## config.mk

```make
export PLATFORM = sky130hd
export DESIGN_NAME = freq_meter
export DESIGN_NICKNAME = d
export VERILOG_FILES = /design/src/rtl/freq_meter.sv
export SDC_FILE = /design/constraint.sdc
export NUM_CORES = 1
export LEC_CHECK = 0
export CORE_AREA = 2 2 115 117
export DETAILED_ROUTE_END_ITERATION = 7
export DIE_AREA = 0 0 117 119
export MAX_ROUTING_LAYER = met4
export PLACE_DENSITY = 0.9
export SETUP_SLACK_MARGIN = 0.2
export SLEW_MARGIN = 10
export SYNTH_ARGS = -nofsm -noshare
export SYNTH_HDL_FRONTEND = slang
export SYNTH_SLANG_ARGS = --single-unit
```

## constraint.sdc

```tcl
create_clock -name clk -period 7.36 [get_ports clk]
set_input_delay 1.472 -clock clk [delete_from_list [all_inputs] [get_ports clk]]
set_output_delay 1.472 -clock clk [all_outputs]
set_load 0.02 [all_outputs]
```

## src/rtl/freq_meter.sv

```systemverilog
// freq_meter: measures a slow asynchronous signal against clk.
// The input is synchronised and reduced to a one-cycle rise pulse. Rise pulses
// are counted over a fixed gate window, either once per start pulse or
// back-to-back while cont is held. The interval between consecutive rises is
// measured independently, and no_signal flags an input that has stopped.
module freq_meter #(
   parameter int GATE_CYCLES    = 125000000,
   parameter int TIMEOUT_CYCLES = 250000000,
   parameter int CNT_W          = 32,
   parameter int SYNC_STAGES    = 2
) (
   input  logic             clk,
   input  logic             rst,
   input  logic             sig_in,
   input  logic             start,
   input  logic             cont,
   output logic             busy,
   output logic             result_valid,
   output logic [CNT_W-1:0] edge_count,
   output logic             overflow,
   output logic [CNT_W-1:0] last_period,
   output logic             period_valid,
   output logic             no_signal
);

   localparam int               GATE_W     = $clog2(GATE_CYCLES);
   localparam logic [GATE_W-1:0] GATE_LOAD  = GATE_W'(GATE_CYCLES - 1);
   localparam logic [CNT_W-1:0]  TIMEOUT_V  = CNT_W'(TIMEOUT_CYCLES);
   localparam logic [CNT_W-1:0]  CNT_MAX    = '1;

   typedef enum logic {
      S_IDLE = 1'b0,
      S_GATE = 1'b1
   } state_t;

   // Increment that sticks at the all-ones value instead of wrapping.
   function automatic logic [CNT_W-1:0] sat_add(input logic [CNT_W-1:0] v,
                                               input logic             inc);
      if (inc && (v != CNT_MAX))
         return v + CNT_W'(1);
      return v;
   endfunction

   // True when an increment is requested but the value is already saturated.
   function automatic logic sat_hit(input logic [CNT_W-1:0] v,
                                    input logic             inc);
      return inc && (v == CNT_MAX);
   endfunction

   logic [SYNC_STAGES-1:0] r_sync;
   logic                   r_prev;
   logic                   w_rise;

   state_t                 r_state;
   logic [GATE_W-1:0]      r_gate_cnt;
   logic [CNT_W-1:0]       r_acc;
   logic                   r_acc_ovf;
   logic [CNT_W-1:0]       w_acc_next;
   logic                   w_ovf_next;

   logic [CNT_W-1:0]       r_per_cnt;
   logic                   r_armed;

   // Bring sig_in into the clk domain and keep one extra delayed copy for edge detection.
   always_ff @(posedge clk) begin
      if (rst) begin
         r_sync <= '0;
         r_prev <= 1'b0;
      end else begin
         r_sync <= {r_sync[SYNC_STAGES-2:0], sig_in};
         r_prev <= r_sync[SYNC_STAGES-1];
      end
   end

   assign w_rise     = r_sync[SYNC_STAGES-1] & ~r_prev;
   // Accumulator value including this cycle's rise; also used for the terminal cycle.
   assign w_acc_next = sat_add(r_acc, w_rise);
   assign w_ovf_next = r_acc_ovf | sat_hit(r_acc, w_rise);

   // Gate window FSM: counts rises for exactly GATE_CYCLES cycles and publishes the result.
   always_ff @(posedge clk) begin
      if (rst) begin
         r_state      <= S_IDLE;
         r_gate_cnt   <= '0;
         r_acc        <= '0;
         r_acc_ovf    <= 1'b0;
         busy         <= 1'b0;
         result_valid <= 1'b0;
         edge_count   <= '0;
         overflow     <= 1'b0;
      end else begin
         result_valid <= 1'b0;
         case (r_state)
            S_IDLE: begin
               if (start) begin
                  r_state    <= S_GATE;
                  r_gate_cnt <= GATE_LOAD;
                  r_acc      <= '0;
                  r_acc_ovf  <= 1'b0;
                  busy       <= 1'b1;
               end
            end
            S_GATE: begin
               if (r_gate_cnt == '0) begin
                  // Terminal cycle: its own rise still belongs to this window.
                  edge_count   <= w_acc_next;
                  overflow     <= w_ovf_next;
                  result_valid <= 1'b1;
                  r_acc        <= '0;
                  r_acc_ovf    <= 1'b0;
                  if (cont) begin
                     // Next cycle is already cycle 0 of the following window.
                     r_gate_cnt <= GATE_LOAD;
                  end else begin
                     r_state <= S_IDLE;
                     busy    <= 1'b0;
                  end
               end else begin
                  r_gate_cnt <= r_gate_cnt - GATE_W'(1);
                  r_acc      <= w_acc_next;
                  r_acc_ovf  <= w_ovf_next;
               end
            end
            default: begin
               r_state <= S_IDLE;
               busy    <= 1'b0;
            end
         endcase
      end
   end

   // Period measurement and loss-of-signal detection, independent of the gate window.
   always_ff @(posedge clk) begin
      if (rst) begin
         r_per_cnt    <= '0;
         r_armed      <= 1'b0;
         last_period  <= '0;
         period_valid <= 1'b0;
         no_signal    <= 1'b0;
      end else if (w_rise) begin
         // The rise cycle itself counts as 1 toward the next interval.
         r_per_cnt <= CNT_W'(1);
         r_armed   <= 1'b1;
         no_signal <= 1'b0;
         if (r_armed) begin
            last_period  <= r_per_cnt;
            period_valid <= 1'b1;
         end
      end else if (r_per_cnt == TIMEOUT_V) begin
         // Counter is parked at the timeout; last_period is left stale on purpose.
         no_signal    <= 1'b1;
         period_valid <= 1'b0;
         r_armed      <= 1'b0;
      end else begin
         r_per_cnt <= r_per_cnt + CNT_W'(1);
      end
   end

endmodule

```

# Word level (Yosys, flattened, before mapping)

Index checks and enable logic that the tools add are counted.

Bits in registers: 166
Input bits: 5
Output and inout port bits: 69
Word-level logic and storage cells: 71

Add/sub/neg operators: 3
Eq/ne operators: 9
Mux-type cells: 28
Bitwise gates (word level): 4
Reductions and logical operators: 11

Operator list:

| kind                  | count |
|---|---|
| $mux 32               | 4 |
| $mux 27               | 3 |
| $add 32x1->32 const B | 2 |
| $pmux 32 s2           | 1 |
| $pmux 27 s2           | 1 |
| $eq 32x28->1 const B  | 1 |
| $eq 32x32->1 const B  | 1 |
| $ne 32x32->1 const B  | 1 |
| $logic_not 27->1      | 1 |
| $sub 27x1->27 const B | 1 |
| $mux 1                | 16 |
| $reduce_and 2->1      | 4 |
| $ne 2x2->1 const B    | 3 |
| $pmux 1 s2            | 3 |
| $ne 2x1->1 const B    | 2 |
| $reduce_or 2->1       | 2 |
| $ne 3x3->1 const B    | 1 |
| $reduce_and 3->1      | 1 |
| $logic_and 1x1->1     | 2 |
| $not 1->1             | 2 |
| $reduce_bool 2->1     | 1 |
| $and 1x1->1           | 1 |
| $or 1x1->1            | 1 |

# Depth between registers and ports, before layout

Gate-level depths: netlist of run 1.

Depth in word-level cells: 7
Mapped depth: 10
Gate-level depth less buffers: 8

# Worst setup path before layout of run 1

Ideal clock, no wire load.

Path type: input to register
From: input port rst
To: register r_acc[2]
Library setup time: 0.074 ns
Data arrival time: 2.854 ns
Setup slack: 4.432 ns
Stages on the path: 6
Path buffers: 3
Path through: clkbuf_1 -> nor3_1 -> clkbuf_1 -> clkbuf_1 -> nand2_1 -> a31oi_1

RTL lines:

| element                | RTL line | RTL |
|---|---|---|
| start: declaration     | 13       | `input logic rst,` |
| end signal: assignment | 120      | `r_acc <= w_acc_next;` |
| end: declaration       | 56       | `logic [CNT_W-1:0] r_acc;` |

# Final worst setup path of run 1

From: input port start
To: register r_gate_cnt[24]

Cells in the longest elaborated chain, start to end: 2

Ends and longest elaborated chain:

| element                    | RTL line | RTL |
|---|---|---|
| start: declaration         | 15       | `input logic start,` |
| $ne 2x2->1 (no line)       | --       |  |
| $reduce_and 2->1 (no line) | --       |  |
| end signal: assignment     | 119      | `r_gate_cnt <= r_gate_cnt - GATE_W'(1);` |
| end: declaration           | 55       | `logic [GATE_W-1:0] r_gate_cnt;` |

Every way passes these cells.
A chain may end at the register's enable or synchronous reset.

==> metrics.cfg, run 1 <==
[outcome]
status = completed

[sta]
whs_ns = 0.4365
slew_headroom_pct = 24.48
rsz0062_at_grt = no
finalSetupViolCount = 0
fin_crit_ns = 3.481
max_freq_mhz = 287.3
worstMarginPinSlew_ns = 1.133
fin_ws_ns = 3.879
hold_viol = 0
min_period_over_period_pct = 47.30
clock_skew_ns = 0.01050
finalSetupTns_ns = 0
final_max_slew_viol_count = 0

[finish]
final_util_pct = 68.40
instances_no_fill = 1140
area_growth_pct = 18.91
fill_cells = 1033
layout-drive-gt1-share_pct = 5.705
layout_commonest_cell = dfxtp_1
n_antenna_cell = 0
final_area_um2 = 8806
mostFrequentLayoutCells = dfxtp_1, nand2_1, nor2_1
fin_nets = 961

[cts]
clk_latency_ns = 0.43
cts_max_path_buffers = 2
cts_tree = yes
cts_root_buf = clkbuf_16
path_clk_slew_ns = 0.06
cts.sinks = 166
cts_setup_buffers = 0
cts_hold_buffers = 0
cts_resized = 0
cts_buffers = 17
cts_max_level = 4

[synthesis]
async_flop_share_pct = 0
synthCells = 903
avgSynthCellArea_um2 = 8.201
ys.flop_type = dfxtp_1
synth_cell_types = 51
yosysWarnings = 0
syn_area_um2 = 7406
ys_seq_elements = 166
syn_nets = 913
yosysSeqAreaShare_pct = 44.87
synth-edff-count = 0

[floorplan]
start_util_pct = 57.52
num_io_pins = 74
coreArea_um2 = 12870
dieArea_um2 = 13920
die_x_um = 117
fp.dieH_um = 119
num_rows = 42

[power_and_ir_drop]
max-vdd-ir-drop_uv = 113.8
power_density_nw_per_um2 = 220.0
p_clk_share_pct = 45.4
p_seq_share_pct = 48.5
p_leak_nw = 2.784
comb_power_share_pct = 6.1
p_int_mw = 1.495
sw_frac_of_total_pct = 22.83
power_switching_mw = 0.4423
total_power_mw = 1.938

[place]
gp_congestion = 0.9228
placed_cell_area_um2 = 8218
post-place-ws_ns = 3.568
post-dp-hpwl_um = 11290
dp_cells = 1108
portBuffers = 73

[detailed_routing]
vias_per_cell = 5.791
drc = 0
num_vias = 6602
antenna_left = 0
wl_per_cell_um = 14.89
routed_wirelength_um = 16970
drt_first_pass_iters = 5
drtIter0Drc = 523

[setup_path]
worstPathRequired_ns = 7.65
r2r-start = r_acc[19]
worstSetupStartpointType = primary input
end_kind = flip-flop
critPathLaunch = start
crit_fanout = 7
crit_type = primary input to flip-flop
crit_arrival_ns = 3.77

[grt]
grt_pass1_wl_um = 27770
grt_use_total_pct = 25.49
grt-ovfl-total = 0
antenna_found_initial = 0
grt_pass1_vias = 5922
grt_max_degree = 68

[flow_run]
cap_violations = 0

[min_path]
worst_hold_path_type = flip-flop to flip-flop
hp-start = r_sync[0]

[synth_stat cells (3+ instances only)]
cell type / instances / area, um^2
nor2b_1: 5 / 31.28
o31ai_1: 3 / 22.52
nand2_1: 112 / 420.4
a31oi_1: 27 / 168.9
o41ai_1: 3 / 26.28
or3_2: 3 / 22.52
a311oi_1: 4 / 35.03
or4_1: 7 / 52.55
dfxtp_1: 166 / 3323
a21oi_1: 84 / 420.4
xnor2_1: 40 / 350.3
and2_1: 4 / 25.02
a211oi_1: 33 / 247.7
nand3_1: 35 / 175.2
nand3b_1: 3 / 22.52
inv_1: 17 / 63.81
buf_2: 6 / 30.03
ha_1: 5 / 62.56
o21ai_0: 35 / 175.2
nor3_1: 27 / 135.1
nor4b_1: 4 / 35.03
nor2_1: 99 / 371.6
and4_1: 6 / 52.55
buf_1: 5 / 18.77
and3_1: 13 / 81.33
nand4_1: 22 / 137.6
nand2b_1: 11 / 68.82
o21a_1: 4 / 30.03
xor2_1: 27 / 236.5
or3_1: 15 / 93.84
clkbuf_1: 40 / 150.1
or2_2: 4 / 25.02
nor4_1: 14 / 87.58
[worst paths after layout]
check                   endpoint  slack [ns]  depth (start not counted)
setup / recovery  r_gate_cnt[24]        3.88                          7
hold / removal         r_sync[1]        0.44                          1
setup reg to reg  edge_count[23]        4.26                          7
hold reg to reg        r_sync[1]        0.44                          1
[critical path: stages]
cell	delay, ns
clkdlybuf4s50_1	0.55
o21a_1	0.18
nand4_1	0.17
a211oi_1	0.76
nor3b_1	0.39
xnor2_1	0.18
a21oi_1	0.08
[power by group through the flow]
stage                     Clock, mW  Combinational [mW]  Sequential (mW)
after floorplan                   0              0.0892            0.954
after detailed placement          0               0.115            0.959
final                         0.881               0.118            0.940
after global placement            0               0.114            0.958
after CTS                     0.890               0.116            0.939
after global routing          0.933               0.130            0.942
[per-layer routing]
layer	vias to the layer above	share of wire (%)	track usage, %
li1	3294	-	-
met1	3093	44	31.62
met2	193	49	41.15
met3	22	5.7	6.056
met4	0	1.4	7.794
met5	-	0	-
[flip-flops by register name, summed over array words and instances (netlist names), 2 cells and up]
register     flops
edge_count      32
last_period     32
r_acc           32
r_per_cnt       32
r_gate_cnt      27
r_sync           2
[cells by family after synthesis]
group / share of synthesized area, %
AOI/OAI and AO/OA: 16.32
xor gates and xnor gates: 7.924
adders and majority gates: 0.8447
buffers and inverters: 3.548
DFF: 44.87
muxes: 0.4224
and+or+nand+nor: 26.07
[final cells by class]
type                    instances  area [um^2]  share of cell area [%]
multi-input cells             669         3830                   43.49
flip-flops and latches        166         3323                   37.74
repair buffers                 80        780.7                   8.866
inverters                      17        63.81                  0.7246
well taps                     176        220.2                   2.501
clock inverters                 8        96.34                   1.094
clock buffers                  24        491.7                   5.584
Note: power is estimated with default switching activity, not from simulation.
==> inputs of run 2 (changes only) <==
--- a/config.mk
+++ b/config.mk
@@ -5,11 +5,11 @@
 export SDC_FILE = /design/constraint.sdc
 export NUM_CORES = 1
 export LEC_CHECK = 0
-export CORE_AREA = 2 2 115 117
+export CORE_AREA = 2 2 124 126
 export DETAILED_ROUTE_END_ITERATION = 7
-export DIE_AREA = 0 0 117 119
+export DIE_AREA = 0 0 126 128
 export MAX_ROUTING_LAYER = met4
-export PLACE_DENSITY = 0.9
+export PLACE_DENSITY = 0.82
 export SETUP_SLACK_MARGIN = 0.2
 export SLEW_MARGIN = 10
 export SYNTH_ARGS = -nofsm -noshare
==> constraint.sdc (replaced) <==
create_clock -name clk -period 3 [get_ports clk]
set_input_delay 0.6 -clock clk [delete_from_list [all_inputs] [get_ports clk]]
set_output_delay 0.6 -clock clk [all_outputs]
set_load 0.02 [all_outputs]
==> metrics.cfg, run 2 (same netlist as run 1, synthesis figures left out) <==
[grt]
grt_pass1_vias = 6080  ; +2.7%
met3_usage_pct = 4.257  ; -1.8 points
grt_pass1_wl_um = 28840  ; +3.8%
grt-ovfl-total = 0  ; unchanged
grtUsageMet2_pct = 35.55  ; -5.6 points
grt_use_total_pct = 22.18  ; -3.3 points
antenna_found_initial = 0  ; unchanged
use_met1_pct = 27.35  ; -4.3 points
grt_max_degree = 67  ; -1.5%
grt.busiest_layer = met2

[min_path]
hp-start = r_sync[0]
min_path_cells = 1  ; unchanged
min_to = r_sync[1]
worst_hold_path_type = flip-flop to flip-flop

[detailed_routing]
antenna_left = 0  ; unchanged
routed_wirelength_um = 16950  ; -0.15%
vias_per_cell = 5.720  ; -1.2%
drtIter0Drc = 432  ; -17%
drc = 0  ; unchanged
num_vias = 6647  ; +0.68%
drt_first_pass_iters = 5  ; unchanged
wl_per_cell_um = 14.58  ; -2.0%

[power_and_ir_drop]
max-vdd-ir-drop_uv = 361.9  ; +220%
p_leak_nw = 2.844  ; +2.2%
power_density_nw_per_um2 = 543.7  ; +150%

[finish]
n_antenna_cell = 0  ; unchanged
fin_nets = 971  ; +1.0%
final_util_pct = 60.10  ; -8.3 points
layout-drive-gt1-share_pct = 6.879  ; +1.2 points
area_growth_pct = 20.63
mostFrequentLayoutCells = dfxtp_1, nand2_1, nor2_1
multiInputGateArea_um2 = 3830  ; unchanged
layout_commonest_cell = dfxtp_1
seq_area_um2 = 3323  ; unchanged
instances_no_fill = 1162  ; +1.9%
fill_cells = 1334  ; +29%

[setup_path]
worstPathRequired_ns = 3.35  ; -4.30 ns
end_kind = flip-flop
path_delay_family = simple AND/OR/NAND/NOR gates
r2r_cells = 7  ; unchanged
worstSetupStartpointType = flip-flop
critPathSlowestCell = or4_1
r2r-end = edge_count[12]
crit_buf_inv = 0  ; -1
cp_cell_sequence = ha_1 > nand4_1 > or4_1 > a21oi_1 > and3_1 > xnor2_1 > a211oi_1
r2r-start = r_acc[0]
crit_arrival_ns = 2.86  ; -0.91 ns
crit_path_max_incr_delay_ns = 0.57  ; -0.19 ns
crit_type = flip-flop to flip-flop
reg2reg_setup_slack_ns = 0.48  ; -3.78 ns
crit_fanout = 6  ; -1
critPathLaunch = r_acc[0]

[cts]
cts_resized = 0  ; unchanged
cts.sinks = 166  ; unchanged
cts_max_path_buffers = 2  ; unchanged
cts_max_level = 4  ; unchanged
cts_setup_buffers = 0  ; unchanged
cts_root_buf = clkbuf_16
path_clk_slew_ns = 0.06  ; about the same
clk_latency_ns = 0.44  ; about the same
cts_hold_buffers = 0  ; unchanged
cts_buffers = 17  ; unchanged
cts_tree = yes

[outcome]
status = completed

[place]
dp_cells = 1130  ; +2.0%
portBuffers = 73  ; unchanged
gp_congestion = 0.8397  ; -9.0%
post-dp-hpwl_um = 11340  ; +0.39%

[sta]
finalSetupTns_ns = 0  ; unchanged
whs_ns = 0.4426  ; +0.006120 ns
max_freq_mhz = 397.2
min_period_over_period_pct = 83.91
finalSetupViolCount = 0  ; unchanged
final_max_slew_viol_count = 0  ; unchanged
fin_crit_ns = 2.517
worstMarginPinSlew_ns = 0.8363  ; -0.2966 ns
rsz0062_at_grt = no
clock_skew_ns = 0.009565  ; -0.0009362 ns
hold_viol = 0  ; unchanged
slew_headroom_pct = 44.25  ; +20 points

[flow_run]
cap_violations = 0  ; unchanged

[floorplan]
die_x_um = 126  ; +7.7%
num_rows = 45  ; +7.1%
start_util_pct = 49.82  ; -7.7 points
dieArea_um2 = 16130  ; +16%
num_io_pins = 74  ; unchanged
coreArea_um2 = 14860  ; +15%
fp.dieH_um = 128  ; +7.6%

## run 2: cell count changes in the layout (fill, tap and decap cells not counted)
cell,change
bufinv_16,+1
clkinvlp_4,+1
clkinv_4,+1
clkinv_2,-2
buf_12,+1
clkbuf_8,-3
inv_8,+1
clkbuf_1,-2
buf_4,+9
inv_6,+3
## run 2: area by class of cell
cell class              count  area share [%]
clock buffers              19           4.958
clock inverters            13           1.905
inverters                  17          0.7143
multi-input cells         669           42.87
flip-flops and latches    166           37.20
well taps                 188           2.633
repair buffers             90           9.720
## run 2: worst max-delay path by stage
stage	to	slack, ns	cells after the start
after CTS	edge_count[12]	0.50	7
after global placement	r_gate_cnt[24]	0.48	8
after detailed placement	r_gate_cnt[21]	0.47	6
after floorplan	r_gate_cnt[25]	0.65	5
final	edge_count[12]	0.48	7
after global routing	edge_count[14]	0.26	7
## run 2: report_power, final
part           internal [mW]  total, mW  switching, mW
registers               2.25       2.30         0.0561
clock network           1.34       2.26          0.916
logic                  0.115      0.294          0.178
## run 2: layer usage
| layer | up-vias | part of all wire (%) | wire length (um) |
|---|---|---|---|
| met5 | - | 0 | 0 |
| met4 | 0 | 2.6 | 437 |
| met3 | 42 | 5.4 | 917 |
| met2 | 188 | 47 | 8026 |
| met1 | 3088 | 45 | 7562 |
| li1 | 3329 | - | - |
## run 2: metrics by stage
| step | total power [mW] | cell area [um^2] | setup WS (ns) |
|---|---|---|---|
| 2_1_floorplan | 2.560 | 7406 | 0.6541 |
| 3_3_place_gp | 2.632 | 8320 | 0.4751 |
| 3_5_place_dp | 2.639 | 8320 | 0.4678 |
| 4_1_cts | 4.885 | 8934 | 0.5006 |
| 5_1_grt | 5.026 | 8934 | 0.2644 |
| 6_report | 4.857 | 8934 | 0.4826 |
==> inputs of run 3 (changes only) <==
--- a/config.mk
+++ b/config.mk
@@ -5,11 +5,11 @@
 export SDC_FILE = /design/constraint.sdc
 export NUM_CORES = 1
 export LEC_CHECK = 0
-export CORE_AREA = 2 2 124 126
+export CORE_AREA = 2 2 117 119
 export DETAILED_ROUTE_END_ITERATION = 7
-export DIE_AREA = 0 0 126 128
+export DIE_AREA = 0 0 119 121
 export MAX_ROUTING_LAYER = met4
-export PLACE_DENSITY = 0.82
+export PLACE_DENSITY = 0.87
 export SETUP_SLACK_MARGIN = 0.2
 export SLEW_MARGIN = 10
 export SYNTH_ARGS = -nofsm -noshare
==> constraint.sdc (replaced) <==
create_clock -name clk -period 2.62 [get_ports clk]
set_input_delay 0.524 -clock clk [delete_from_list [all_inputs] [get_ports clk]]
set_output_delay 0.524 -clock clk [all_outputs]
set_load 0.02 [all_outputs]
==> metrics.cfg, run 3 (same netlist as run 1, synthesis figures left out) <==
[outcome]
status = completed

[cts]
cts.sinks = 166  ; unchanged
cts_hold_buffers = 0  ; unchanged
clk_latency_ns = 0.43  ; about the same
cts_max_level = 4  ; unchanged
cts_tree = yes
cts_buffers = 17  ; unchanged
cts_max_path_buffers = 2  ; unchanged
cts_root_buf = clkbuf_16
path_clk_slew_ns = 0.07  ; about the same

[floorplan]
num_io_pins = 74  ; unchanged
fp.dieH_um = 121  ; -5.5%
dieArea_um2 = 14400  ; -11%
start_util_pct = 56.60  ; +6.8 points
coreArea_um2 = 13090  ; -12%
die_x_um = 119  ; -5.6%
num_rows = 42  ; -6.7%

[grt]
antenna_found_initial = 0  ; unchanged
grt_pass1_wl_um = 29680  ; +2.9%
grt-ovfl-total = 0  ; unchanged
grt_max_degree = 67  ; unchanged
grt_use_total_pct = 25.94  ; +3.8 points
grt_pass1_vias = 6330  ; +4.1%

[flow_run]
cap_violations = 0  ; unchanged

[setup_path]
reg2reg_setup_slack_ns = 0.16  ; -0.32 ns
r2r-start = r_gate_cnt[14]
end_kind = flip-flop
path_delay_family = simple AND/OR/NAND/NOR gates
crit_type = flip-flop to flip-flop
worstSetupStartpointType = flip-flop
crit_fanout = 7  ; +1
worstPathRequired_ns = 2.98  ; -0.37 ns
crit_path_max_incr_delay_ns = 0.54  ; -0.03 ns
crit_buf_inv = 0  ; unchanged
crit_arrival_ns = 2.81  ; -0.05 ns
cp_cell_sequence = or4_4 > or4_4 > or3_4 > or4_1 > a31oi_1
r2r_cells = 5  ; -2
critPathSlowestCell = or4_4
crit_top_cell = or4_4
r2r-end = r_gate_cnt[25]

[detailed_routing]
vias_per_cell = 5.918  ; +3.5%
drc = 0  ; unchanged
wl_per_cell_um = 15.84  ; +8.6%
routed_wirelength_um = 18570  ; +9.6%
num_vias = 6936  ; +4.3%
drt_first_pass_iters = 5  ; unchanged
antenna_left = 0  ; unchanged
drtIter0Drc = 590  ; +37%

[sta]
finalSetupTns_ns = 0  ; unchanged
worstMarginPinSlew_ns = 0.6581  ; -0.1781 ns
clock_skew_ns = 0.008169  ; -0.001396 ns
finalSetupViolCount = 0  ; unchanged
fin_crit_ns = 2.458  ; -0.05952 ns
max_freq_mhz = 406.8  ; +2.4%
slew_headroom_pct = 56.12  ; +12 points
final_max_slew_viol_count = 0  ; unchanged
whs_ns = 0.4445  ; +0.001906 ns
min_period_over_period_pct = 93.81  ; +9.9 points
rsz0062_at_grt = yes
hold_viol = 0  ; unchanged

[finish]
fin_nets = 993  ; +2.3%
n_antenna_cell = 0  ; unchanged
mostFrequentLayoutCells = dfxtp_1, nand2_1, nor2_1
layout_commonest_cell = dfxtp_1
final_area_um2 = 9245  ; +3.5%
layout-drive-gt1-share_pct = 11.04  ; +4.2 points
final_util_pct = 70.65  ; +11 points
area_growth_pct = 24.84

[min_path]
hp-start = r_sync[0]
worst_hold_path_type = flip-flop to flip-flop
min_path_cells = 1  ; unchanged
min_to = r_sync[1]

[place]
placed_cell_area_um2 = 8416  ; +1.1%
gp_congestion = 0.9166  ; +9.2%
portBuffers = 73  ; unchanged
post-dp-hpwl_um = 11970  ; +5.5%

[power_and_ir_drop]
power_density_nw_per_um2 = 612.8  ; +13%
max-vdd-ir-drop_uv = 410.0  ; +13%
total_power_mw = 5.666  ; +17%
p_leak_nw = 2.987  ; +5.0%

## run 3: changes by cell type in the layout (fill, tap and decap cells not counted), moves of 4 or more
cell / change
buf_4: +19
dfxtp_1: -4
dfxtp_2: +4
nand3_1: -4
nand3_2: +4
nor4_1: -4
## run 3: where the power goes
group	internal [mW]	total, mW	switching (mW)
clock	1.55	2.64	1.09
sequential	2.58	2.65	0.0705
combinational	0.159	0.378	0.218
total	4.29	5.67	1.38
## run 3: worst reg2reg max path: stages (launching register included)
cell     delay [ns]
dfxtp_2        0.36
or4_4          0.55
or4_4          0.45
or3_4          0.37
or4_1          0.47
a31oi_1        0.17
## run 3: area by class of cell
class	instances	area, um^2
Multi-Input combinational cell	669	3940
Fill cell	951	3840
Tap cell	176	220.2
Inverter	17	63.81
Clock inverter	14	186.4
Timing Repair Buffer	112	1067
Clock buffer	18	439.2
Sequential cell	166	3328
## run 3: per-stage QoR
stage	setup WS [ns]	instances
3_5_place_dp	0.09790	1131
3_3_place_gp	0.1704	1131
2_1_floorplan	0.2741	903
5_1_grt	0.05852	1172
4_1_cts	0.2002	1163
6_report	0.1621	1172
## run 3: worst max-delay path by stage
stage                               from              to  depth (start not counted)
after floorplan           r_gate_cnt[14]  r_gate_cnt[25]                          5
after global placement             start  r_gate_cnt[21]                          6
after detailed placement           start  r_gate_cnt[21]                          6
after CTS                       r_acc[0]  edge_count[12]                          8
after global routing      r_gate_cnt[14]  r_gate_cnt[25]                          5
final                     r_gate_cnt[14]  r_gate_cnt[25]                          5
## run 3: what timing repair did
| action | in CTS | in global routing |
|---|---|---|
| gates resized for setup | 4 | 21 |
| gates cloned | 0 | 1 |
| pin swaps | 2 | 5 |
| setup endpoints to repair | 9 | 87 |
| buffers inserted | 0 | 8 |
## run 3: routing by layer
metal | wire length (um) | track usage [%] | up-vias
li1 | - | - | 3358
met1 | 7956 | 31.50 | 3299
met2 | 9274 | 42.78 | 247
met3 | 1017 | 5.874 | 32
met4 | 319 | 8.929 | 0
met5 | 0 | - | -
